==> config.mk <==
export PLATFORM = sky130hd
export DESIGN_NAME = vxe_txnreqa_queue
export DESIGN_NICKNAME = d
export VERILOG_FILES = /design/src/rtl/vxe_txnreqa_queue.sv
export SDC_FILE = /design/constraint.sdc
export NUM_CORES = 1
export LEC_CHECK = 0
export ABC_AREA = 1
export BUFFER_PORTS_ARGS = -buffer_cell sky130_fd_sc_hd__buf_4
export CAP_MARGIN = 20
export CELL_PAD_IN_SITES_DETAIL_PLACEMENT = 1
export CELL_PAD_IN_SITES_GLOBAL_PLACEMENT = 1
export CORE_AREA = 2 2 132 134
export DETAILED_ROUTE_END_ITERATION = 10
export DIE_AREA = 0 0 134 136
export GPL_ROUTABILITY_DRIVEN = 0
export GPL_TIMING_DRIVEN = 0
export PLACE_DENSITY_LB_ADDON = 0.1
export REMOVE_ABC_BUFFERS = 1
export SYNTH_ARGS = -nofsm -noshare
export SYNTH_HDL_FRONTEND = slang
export SYNTH_SLANG_ARGS = --single-unit
export TNS_END_PERCENT = 100
==> constraint.sdc <==
create_clock -name clk -period 7.2 [get_ports clk]
set_input_delay 0.72 -clock clk [delete_from_list [all_inputs] [get_ports clk]]
set_output_delay 0.72 -clock clk [all_outputs]
set_load 0.01 [all_outputs]
==> src/rtl/vxe_txnreqa_queue.sv <==
// In-order request-address queue; splits head entry onto read or write address channel by rnw.
// Latency: one cycle push-to-output; backpressure: o_req_rdy drops when full, head-of-line blocks on the active channel's ready.
module vxe_txnreqa_queue #(
  parameter int DEPTH_POW2 = 2
) (
  input  logic                  clk,
  input  logic                  nrst,
  input  logic [43:0]           i_req_vec_txn,
  input  logic                  i_req_valid,
  output logic                  o_req_rdy,
  output logic [5:0]            o_rd_txnid,
  output logic [39:0]           o_rd_addr,
  output logic                  o_rd_valid,
  input  logic                  i_rd_rdy,
  output logic [5:0]            o_wr_txnid,
  output logic [39:0]           o_wr_addr,
  output logic                  o_wr_valid,
  input  logic                  i_wr_rdy,
  output logic [DEPTH_POW2:0]   o_count,
  output logic                  o_busy
);

  localparam int DEPTH = 1 << DEPTH_POW2;
  localparam logic [DEPTH_POW2-1:0] PTR_ONE  = DEPTH_POW2'(1);
  localparam logic [DEPTH_POW2:0]   CNT_ONE  = (DEPTH_POW2+1)'(1);
  localparam logic [DEPTH_POW2:0]   CNT_FULL = (DEPTH_POW2+1)'(DEPTH);

  logic [43:0]           r_mem [DEPTH];
  logic [DEPTH_POW2-1:0] r_wptr;
  logic [DEPTH_POW2-1:0] r_rptr;
  logic [DEPTH_POW2:0]   r_count;

  logic [43:0] w_head;
  logic        w_busy;
  logic        w_push;
  logic        w_pop;

  assign w_head = r_mem[r_rptr];
  assign w_busy = (r_count != '0);

  // Ready looks only at registered occupancy: a same-cycle pop never frees a slot early.
  assign o_req_rdy  = (r_count != CNT_FULL);
  assign o_rd_valid = w_busy && w_head[37];
  assign o_wr_valid = w_busy && !w_head[37];
  assign o_rd_txnid = w_head[43:38];
  assign o_wr_txnid = w_head[43:38];
  assign o_rd_addr  = {w_head[36:0], 3'b000};
  assign o_wr_addr  = {w_head[36:0], 3'b000};
  assign o_count    = r_count;
  assign o_busy     = w_busy;

  assign w_push = i_req_valid && o_req_rdy;
  assign w_pop  = (o_rd_valid && i_rd_rdy) || (o_wr_valid && i_wr_rdy);

  always_ff @(posedge clk) begin
    if (w_push) begin
      r_mem[r_wptr] <= i_req_vec_txn;
    end
  end

  always_ff @(posedge clk) begin
    if (!nrst) begin
      r_wptr  <= '0;
      r_rptr  <= '0;
      r_count <= '0;
    end else begin
      if (w_push) begin
        r_wptr <= r_wptr + PTR_ONE;
      end
      if (w_pop) begin
        r_rptr <= r_rptr + PTR_ONE;
      end
      case ({w_push, w_pop})
        2'b10:   r_count <= r_count + CNT_ONE;
        2'b01:   r_count <= r_count - CNT_ONE;
        default: r_count <= r_count;
      endcase
    end
  end

endmodule

Yosys cells after proc, flatten, opt, wreduce, memory -nomap -nowiden
Memory sizes are Yosys's and may differ from the RTL's. A register that Yosys moved wholly into a read port is not among the register bits.
Cells that the tools add are included.
- bits in writable memories: 176
- input port bits: 49
- flip-flop bits (word level): 7
- memories: 1
- output and inout bits: 99
- logic and storage cells: 25
- multiplexer cells: 5
- $add $sub $neg: 4
- reduce and logical (&&, ||, !) cells: 9
- eq/ne operators: 3
- memories (name ; words ; width ; rd ports ; clocked after Yosys merged registers in ; wr ports ; RTL line ; source):
    r_mem ; 4 ; 44 ; 1 ; 1 ; 1 ; 28 ; logic [43:0] r_mem [DEPTH];
- operator list (kind ; count):
    case mux 3 bit (2 select lines) ; 1
    logical AND 1 bit ; 5
    adder 2 x 1 -> 2 bit (second input constant) ; 2
    two-way mux 2 bit ; 2
    adder 3 x 1 -> 3 bit (second input constant) ; 1
    inequality test 3 bit (second input constant) ; 1
    nonzero test 3 bit ; 1
    subtractor 3 x 1 -> 3 bit (second input constant) ; 1
    equality test 2 x 1 -> 1 bit (second input constant) ; 1
    equality test 2 bit (second input constant) ; 1
    two-way mux 1 bit ; 2
    nonzero test 2 bit ; 1
    logical NOT 1 bit ; 1
    logical OR 1 bit ; 1

Depth between registers and ports, before layout
- word-level depth: 6
- gate-level depth with buffers: 13
- depth with buffers taken out: 12

Worst setup path after synthesis
No wires, ideal clock.
- kind: input port to flip-flop
- from: in i_req_valid
- to: mem r_mem[0][0], enable pin
- stages: 2
- buffers on the path: 0
- library setup time: 0.446 ns
- setup slack: 4.009 ns
- data required time: 6.754 ns
- data arrival time: 2.745 ns
- cell sequence: nand2_1 > nor2_1
- word-level cells in the longest chain between the ends: 3
- ends and longest elaborated chain (element ; RTL line ; source):
    start, declared ; 9 ; input logic i_req_valid,
    logical AND 1 bit ; 52 ; assign w_push = i_req_valid && o_req_rdy;
    two-way mux 1 bit ; 56 ; if (w_push) begin
    two-way mux 1 bit (implied by the code) ; 57 ; r_mem[r_wptr] <= i_req_vec_txn;
    end, declared ; 28 ;
No other way between the ends.

==> impl_metrics.ini <==
[timing]
finClkSkew_ns = 0.00772
fin_ws_ns = 3.88
max_freq_ghz = 0.301
hold_violations = 0
tns_ns = 0
setup_violations = 0
rsz0062_at_grt = false
drv_slew = 0
worst_pin_slew_ns = 0.976
relSlewSlack = 0.349
min_period_ns = 3.32
min_period_over_period = 0.462

[route]
via_per_inst = 5.15
wl_microns = 16500
ant_nets = 0
drtIter0Drc = 271
dr.pass1.iters = 4
vias = 4462
wl_per_cell_microns = 19.1
drc = 0

[worst_hold_path]
min_path_type = primary input to register
min-delay-start = i_req_vec_txn[24]
hold_path_depth = 1
hold-path-endpoint = r_mem[1][24]

[worst_setup_path]
crit_arrival_ns = 2.60
crit_type = register to primary output
cp_top_family = flip-flops
startpoint_type = register
required_ns = 6.48
worstRegToRegCells = 11
crit_slowest_cell = dfxtp_4
max_stage_delay_ns = 0.95
critPathBufInv = 2
path_depth = 4
r2r-end = o_count[2]
cp_max_fo = 89
r2r_slack_ns = 3.90
endpoint_kind = primary output
path_cells = inv_6 > o21ai_0 > o22ai_1 > buf_4

[floorplan]
num_rows = 48
dieArea_sq_um = 18200
start_util = 0.437
chipHeight_microns = 136
die_w_microns = 134
core_sq_um = 16900
ios = 148

[power]
pwr_density_cell_nw_per_um2 = 399
ir_worst_vdd_v = 0.000172
p_leak_uw = 0.00326

[global_routing]
antenna_found_initial = 0
grt_max_degree = 90
overflow = 0
grt.total_usage = 0.185
grt_pass1_vias = 4647
grt_pass1_wl_microns = 25100

[synthesis]
yosysTopAreaCellShare = 0.716
synthCells = 537
netlist_area_sq_um = 7380
ys.warnings.count = 0
ys_types = 28
syn_avg_cell_area_sq_um = 13.7
synth_seq_cells = 185
synth_area_leaders = edfxtp_1 (72%), o21ai_0 (6.1%), buf_4 (5.5%)
ys_seq_area_frac = 0.741
synth.largest_area_cell = edfxtp_1

[outcome]
status = finished, final reports clean

[clock_network]
insertion_delay_ns = 0.43
cts.clk_slew.worst_paths_ns = 0.07
cts_buffers = 17
cts.htree.levels = 4
cts_root_buffer = clkbuf_16
cts.repair.resized = 0
cts_buffer_depth = 2
cts.sinks = 185
cts_tree = done
post-cts-setup-buffers = 0
cts.hold.buffers_added = 0

[finish]
antenna_cells = 0
final_nets = 686
final_util = 0.532
fin_area_sq_um = 8980
area_growth_pct = 21.7
drive_gt1_frac = 0.298

[placement]
placed_cell_area_sq_um = 8390
io_buffers = 141
dp_slack_ns = 3.94
post-dp-hpwl_microns = 9610

[run]
maxCapViolations = 0
worst reg2reg max path, cell delays in order, from the launching register on:
cell	delay, ns
dfxtp_4	0.95
inv_6	0.57
nand2_4	0.19
nand3_4	0.08
nand4_1	0.18
nand2_2	0.10
ha_1	0.24
fa_1	0.40
a21oi_1	0.15
o21a_1	0.16
o21ai_0	0.09
a21oi_1	0.13
cells in the mapped netlist:
master,instances
a21boi_0,1
a21oi_1,5
a21oi_2,1
buf_2,7
buf_4,54
buf_6,2
clkbuf_1,14
conb_1,1
dfxtp_1,9
edfxtp_1,176
fa_1,1
ha_1,5
inv_1,9
inv_2,1
inv_6,1
nand2_1,7
nand2_2,4
nand2_4,1
nand3_1,1
nand3_2,2
nand3_4,1
nand4_1,1
nor2_1,96
nor2_2,1
o21a_1,1
o21ai_0,90
o22ai_1,43
xor2_1,2
power by group:
part | internal, uW | leakage, uW | switching, uW | total (uW)
sequential | 1300 | 0.00169 | 106 | 1410
clock | 570 | 0.000290 | 376 | 946
combinational | 544 | 0.00128 | 687 | 1230
worst max-delay path by stage:
| stage | start | endpoint |
|---|---|---|
| global route | register | o_count[2] |
| detailed placement | register | o_count[2] |
| finish | register | o_rd_addr[7] |
| global placement | register | o_count[2] |
| CTS | register | o_wr_valid |
| floorplan | register | o_count[2] |
cells by family after synthesis:
group / Yosys count / synth area share
DFF: 185 / 0.741
AOI/OAI and AO/OA: 141 / 0.104
and+or+nand+nor: 114 / 0.0648
buffers and inverters: 88 / 0.0762
xor gates and xnor gates: 2 / 0.00237
other: 1 / 0.000508
adders and majority gates: 6 / 0.0112
placed cells by master, fill, tap and decap left out, types with 2 or more instances in the layout:
cell type	count
clkinv_1	2
a21oi_1	5
o22ai_1	43
nor2_1	92
clkbuf_16	17
buf_16	2
dfxtp_1	7
buf_4	141
nand2_2	4
buf_12	4
xor2_1	2
edfxtp_1	176
bufinv_16	4
ha_1	5
nand3_2	2
o21ai_0	90
conb_1	6
clkinv_2	4
inv_1	9
nor2_4	4
nand2_1	7
sequential cells by signal (all words and copies together), names as in the netlist, named ones only:
| signal | cells |
|---|---|
| o_count | 3 |
| r_mem | 176 |
| r_rptr | 2 |
| r_wptr | 2 |
metrics by stage:
step | std cells | hold WS, ns | total power [uW]
2_1_floorplan | 465 | 0.490 | 1960
3_3_place_gp | 831 | 0.484 | 2630
3_5_place_dp | 837 | 0.492 | 2680
4_1_cts | 866 | 0.476 | 3630
5_1_grt | 866 | 0.471 | 3770
6_report | 866 | 0.491 | 3580
area by class of cell:
| cell class | count | area (sq um) |
|---|---|---|
| Fill cell | 1717 | 7900 |
| Sequential cell | 185 | 5470 |
| Multi-Input combinational cell | 269 | 1400 |
| Timing Repair Buffer | 147 | 1190 |
| Clock buffer | 18 | 429 |
| Tap cell | 225 | 282 |
| Clock inverter | 11 | 156 |
| Inverter | 11 | 46.3 |
metal layers:
layer  vias to the layer above  wire length (microns)  track usage
li1                       2090                      -            -
met1                      2248                   7000        0.219
met2                       110                   8710        0.334
met3                        14                    617       0.0421
met4                         0                    202       0.0603
met5                         -                      0            0
(Power assumes the default switching activity.)
